--- config.mk ---
export PLATFORM = sky130hd
export DESIGN_NAME = demux_stream
export DESIGN_NICKNAME = d
export VERILOG_FILES = /design/src/rtl/demux_stream_pkg.sv /design/src/rtl/stream_fifo.sv /design/src/rtl/demux_stream.sv
export SDC_FILE = /design/constraint.sdc
export NUM_CORES = 1
export LEC_CHECK = 0
export ABC_AREA = 1
export CORE_MARGIN = 1.5
export CORE_UTILIZATION = 25
export DETAILED_ROUTE_END_ITERATION = 8
export PLACE_DENSITY = 0.43
export SLEW_MARGIN = 15
export SYNTH_ARGS = -nofsm -noshare
export SYNTH_HDL_FRONTEND = slang
export SYNTH_SLANG_ARGS = --single-unit
--- constraint.sdc ---
create_clock -name clk -period 1.97 [get_ports clk]
set_input_delay 0.2955 -clock clk [delete_from_list [all_inputs] [get_ports clk]]
set_output_delay 0.2955 -clock clk [all_outputs]
set_load 0.02 [all_outputs]
--- src/rtl/demux_stream_pkg.sv ---
// Shared definitions for the 1-to-2 stream demultiplexer: select encodings
// and the default parameter values used by the top level.
package demux_stream_pkg;

    localparam logic PORT_A = 1'b0;
    localparam logic PORT_B = 1'b1;

    localparam int DEF_WIDTH = 4;
    localparam int DEF_DEPTH = 2;
    localparam int DEF_CNT_W = 8;

    localparam int NUM_PORTS = 2;

endpackage

--- src/rtl/stream_fifo.sv ---
// Show-ahead FIFO with a registered head word that holds its last value
// once the FIFO drains.
module stream_fifo #(
    parameter int WIDTH = 4,
    parameter int DEPTH = 2
) (
    input  logic             clk,
    input  logic             rst_n,
    input  logic             push,
    input  logic [WIDTH-1:0] push_data,
    output logic             full,
    input  logic             pop,
    output logic [WIDTH-1:0] head_data,
    output logic             empty
);
    localparam int PTR_W = (DEPTH > 1) ? $clog2(DEPTH) : 1;
    localparam logic [PTR_W:0] FULL_CNT = (PTR_W + 1)'(DEPTH);

    logic [WIDTH-1:0] r_mem [DEPTH];
    logic [PTR_W-1:0] r_wr_ptr;
    logic [PTR_W-1:0] r_rd_ptr;
    logic [PTR_W:0]   r_count;
    logic [WIDTH-1:0] r_head;

    logic             w_push_ok;
    logic             w_pop_ok;
    logic [PTR_W-1:0] w_rd_next;
    logic [PTR_W:0]   w_count_next;

    assign full      = (r_count == FULL_CNT);
    assign empty     = (r_count == '0);
    assign head_data = r_head;

    assign w_push_ok = push && !full;
    assign w_pop_ok  = pop && !empty;
    assign w_rd_next = w_pop_ok ? r_rd_ptr + PTR_W'(1) : r_rd_ptr;

    always_comb begin
        w_count_next = r_count;
        if (w_push_ok && !w_pop_ok) begin
            w_count_next = r_count + (PTR_W + 1)'(1);
        end else if (!w_push_ok && w_pop_ok) begin
            w_count_next = r_count - (PTR_W + 1)'(1);
        end
    end

    // Storage has no reset so it maps onto RAM; pointers alone discard contents.
    always_ff @(posedge clk) begin
        if (w_push_ok) begin
            r_mem[r_wr_ptr] <= push_data;
        end
    end

    always_ff @(posedge clk) begin
        if (!rst_n) begin
            r_wr_ptr <= '0;
            r_rd_ptr <= '0;
            r_count  <= '0;
            r_head   <= '0;
        end else begin
            if (w_push_ok) begin
                r_wr_ptr <= r_wr_ptr + PTR_W'(1);
            end
            r_rd_ptr <= w_rd_next;
            r_count  <= w_count_next;
            // The next head is the word being written when the FIFO is otherwise empty.
            if (w_count_next != '0) begin
                r_head <= (w_push_ok && (w_rd_next == r_wr_ptr)) ? push_data : r_mem[w_rd_next];
            end
        end
    end

endmodule

--- src/rtl/demux_stream.sv ---
// Registered 1-to-2 stream demultiplexer: each accepted word goes to the FIFO
// of the port named by in_sel, with independent backpressure per port.
module demux_stream
    import demux_stream_pkg::*;
#(
    parameter int WIDTH = DEF_WIDTH,
    parameter int DEPTH = DEF_DEPTH,
    parameter int CNT_W = DEF_CNT_W
) (
    input  logic             clk,
    input  logic             rst_n,
    input  logic [WIDTH-1:0] in_data,
    input  logic             in_sel,
    input  logic             in_valid,
    output logic             in_ready,
    output logic [WIDTH-1:0] a_data,
    output logic             a_valid,
    input  logic             a_ready,
    output logic [WIDTH-1:0] b_data,
    output logic             b_valid,
    input  logic             b_ready,
    output logic [CNT_W-1:0] a_count,
    output logic [CNT_W-1:0] b_count
);
    logic [NUM_PORTS-1:0] w_full;
    logic [NUM_PORTS-1:0] w_empty;
    logic [NUM_PORTS-1:0] w_push;
    logic [NUM_PORTS-1:0] w_pop;
    logic [NUM_PORTS-1:0] w_out_ready;
    logic [WIDTH-1:0]     w_head [NUM_PORTS];
    logic [CNT_W-1:0]     r_cnt  [NUM_PORTS];
    logic                 w_accept;

    // A full FIFO refuses a push even if its consumer pops in the same cycle.
    assign in_ready = rst_n && !w_full[in_sel];
    assign w_accept = in_valid && in_ready;

    assign w_out_ready[PORT_A] = a_ready;
    assign w_out_ready[PORT_B] = b_ready;

    generate
        for (genvar gi = 0; gi < NUM_PORTS; gi++) begin : g_port
            assign w_push[gi] = w_accept && (in_sel == 1'(gi));
            assign w_pop[gi]  = !w_empty[gi] && w_out_ready[gi];

            stream_fifo #(
                .WIDTH (WIDTH),
                .DEPTH (DEPTH)
            ) u_fifo (
                .clk       (clk),
                .rst_n     (rst_n),
                .push      (w_push[gi]),
                .push_data (in_data),
                .full      (w_full[gi]),
                .pop       (w_pop[gi]),
                .head_data (w_head[gi]),
                .empty     (w_empty[gi])
            );

            always_ff @(posedge clk) begin
                if (!rst_n) begin
                    r_cnt[gi] <= '0;
                end else if (w_push[gi]) begin
                    r_cnt[gi] <= r_cnt[gi] + CNT_W'(1);
                end
            end
        end
    endgenerate

    assign a_data  = w_head[PORT_A];
    assign b_data  = w_head[PORT_B];
    assign a_valid = !w_empty[PORT_A];
    assign b_valid = !w_empty[PORT_B];
    assign a_count = r_cnt[PORT_A];
    assign b_count = r_cnt[PORT_B];

endmodule

==> impl_metrics.tcl, run 1 <==
set metrics [dict create \
    p_int_mw 2.19 \
    reg2reg_depth 15 \
    drv_slew 0 \
    clkSlewWorstSetupHoldPaths_ns 0.09 \
    grt_max_degree 14 \
    io_pins 37 \
    area_delta_synth_final_pct 34.3 \
    hpwl_um 4020 \
    cts.sinks 48 \
    cts_tree "done" \
    status "completed" \
    tns_ns 0 \
    post_drt_wl_per_cell_um 10.7 \
    ys_warn_count 0 \
    required_ns 1.67 \
    drive_gt1_frac 0.176 \
    post_dp_cell_area_um2 3090 \
    grt_usage 0.108 \
    pwr-share-clk 0.172 \
    max_freq_mhz 533 \
    clock_latency_ns 0.29 \
    crit_fanout 4 \
    wl_um 5080 \
    synth_top_area_cell "edfxtp_1" \
    worst_ep_arrival_time_ns 1.58 \
    design_area_um2 3250 \
    cts_hold_buf 0 \
    syn_inst 283 \
    cpPeakStageDelay_ns 0.59 \
    cts_buffers 5 \
    coreArea_um2 9330 \
    crit_buf_inv 3 \
    cp-end-kind "output port" \
    synth_top_area_share 0.397 \
    crit_cells 4 \
    slowest_stage "clkdlybuf4s50_1" \
    grt_pass1_vias 1837 \
    tightestPinTransition_ns 0.294 \
    dr.first_iter.drc_count 56 \
    via_per_inst 4.07 \
    vias 1931 \
    syn_avg_cell_area_um2 8.55 \
    post-route-period-util 0.952 \
    powerDensity_nw_per_um2 1090 \
    yosys-top-cells-area "edfxtp_1 (40%), dfxtp_1 (13%), nand2_1 (11%), nor2_1 (6.4%), inv_1 (5.9%)" \
    instances_no_fill 475 \
    setup_ws_ns 0.0938 \
    criticalPathCategory "flop to output port" \
    switching_share 0.378 \
    crit_family "buffers and inverters" \
    synth.net_count 299 \
    hold_viol_final 0 \
    ctsLongestPathBuffers 2 \
    ys_ff_latch 48 \
    grt_pass1_wl_um 8530 \
    p_leak_nw 1.40 \
    ir_worst_vdd_v 0.000323 \
    h-tree-depth 2 \
    rsz0062_at_grt "true" \
    p_comb_frac 0.453 \
    finClkSkew_ns 0.00883 \
    nFillCells 1008 \
    relSlewSlack 0.803 \
    gp_congestion 0.832 \
    route.detailed.drc 0 \
    whs_ns 0.542 \
    finalPower_mw 3.53 \
    port_buffers 36 \
    period_needed_ns 1.88 \
    min_path_cells 2 \
    cp-start-kind "flop" \
    pre_cts_slack_ns -0.0725 \
    diodes 0 \
    dieWidth_um 101 \
    setup_viol 0 \
    start_util 0.259 \
    hp-class "flop to flop" \
    syn_area_um2 2420 \
    nets 361 \
    dpl.cell_count 466 \
    final_util 0.348 \
    detail-route-antenna-nets 0 \
    ys_types 28 \
    power_frac_seq 0.375 \
    crit_chain "inv_1 -> ha_2 -> inv_2 -> clkdlybuf4s50_1" \
    fp-row-count 35 \
    first_pass_iters 6 \
    grt_overflow 0 \
    maxCapViolations 0 \
    dieArea_um2 10300 \
    die_y_um 101 \
    switchingPower_mw 1.34 \
    mostFrequentLayoutCells "nand2_1 (66), nor2_1 (41), inv_1 (36)" \
    cts_root_buffer "clkbuf_8" \
    final_common_cell "nand2_1" \
    yosysSeqAreaShare 0.529 \
    antenna_found_initial 0 \
]
## final timing paths
kind | from | to | slack, ns
max reg2reg | g_port[1].u_fifo.r_count[0]$_SDFF_PN0_ | g_port[0].u_fifo.head_data[3]$_SDFFE_PN0P_ | 0.17
min | g_port[0].u_fifo.r_wr_ptr$_SDFFE_PN0N_ | g_port[0].u_fifo.r_wr_ptr$_SDFFE_PN0N_ | 0.54
max | g_port[1].u_fifo.r_count[0]$_SDFF_PN0_ | b_valid | 0.09
min reg2reg | g_port[0].u_fifo.r_wr_ptr$_SDFFE_PN0N_ | g_port[0].u_fifo.r_wr_ptr$_SDFFE_PN0N_ | 0.54
## timing repair
| action | in CTS | in global routing |
|---|---|---|
| setup endpoints to repair | 1 | 11 |
| pin swaps | 0 | 5 |
| buffers inserted | 0 | 1 |
| resized for setup | 1 | 21 |
## cell type report
class	count	area (um^2)	share of cell area
flip-flops and latches	48	1280	0.395
multi-input cells	190	1010	0.312
repair buffers	58	543	0.167
well taps	129	161	0.0497
inverters	42	158	0.0485
clock buffers	8	90.1	0.0277
## per-layer routing
metal,track usage,up-vias,share of wire
met2,0.178,28,0.47
met3,0.0255,2,0.032
met1,0.139,871,0.48
met5,0,-,0
met4,0.0353,0,0.011
li1,-,1030,-
## power groups by stage
stage          clock network (mW)  registers [mW]  logic [mW]
5_1_grt                     0.674            1.35        1.83
3_5_place_dp                    0            1.35        1.54
4_1_cts                     0.635            1.32        1.54
2_1_floorplan                   0            1.44       0.884
6_report                    0.608            1.32        1.60
3_3_place_gp                    0            1.35        1.53
## state kept, by name (all words and copies together), names as in the netlist
register                 flops
g_port.u_fifo.r_mem         16
g_port.u_fifo.head_data      8
g_port.u_fifo.r_count        4
g_port.u_fifo.r_wr_ptr       2
r_cnt                       16
g_port.u_fifo.r_rd_ptr       2
## cells by family after synthesis
kind of cell,Yosys count,synth area share
flops,48,0.529
compound gates,13,0.0269
buf+inv,45,0.0745
simple gates,164,0.313
fa+ha+maj,6,0.0310
xor+xnor,7,0.0253
## synthesized netlist by cell type (all sizes together)
library cell,instances
nand2,77
nor2,47
inv,42
edfxtp,32
nand3,27
dfxtp,16
o21ai,9
ha,6
nor3,5
xor2,5
a21oi,4
nand4,4
clkbuf,2
or2,2
xnor2,2
buf,1
nor3b,1
nor4,1
## worst register-to-register path, stage by stage, from the launching register on
cell	delay, ns
dfxtp_2	0.34
inv_1	0.08
ha_1	0.20
nand2_1	0.07
nand2_2	0.09
nor2_8	0.11
buf_6	0.12
nand3_4	0.09
nand2_4	0.11
nand2_1	0.05
nand2_1	0.05
nand2_1	0.10
inv_2	0.11
nand3_1	0.07
nand2_1	0.07
nor2_1	0.04
(Power assumes the default switching activity.)
==> inputs of run 2 (changes only) <==
--- a/config.mk
+++ b/config.mk
@@ -8,6 +8,7 @@
 export ABC_AREA = 1
 export CORE_MARGIN = 1.5
 export CORE_UTILIZATION = 25
+export CTS_CLUSTER_SIZE = 24
 export DETAILED_ROUTE_END_ITERATION = 8
 export PLACE_DENSITY = 0.43
 export SLEW_MARGIN = 15
==> results of run 2 <==
The final DEF is identical to that of run 1; final timing and power are the same.
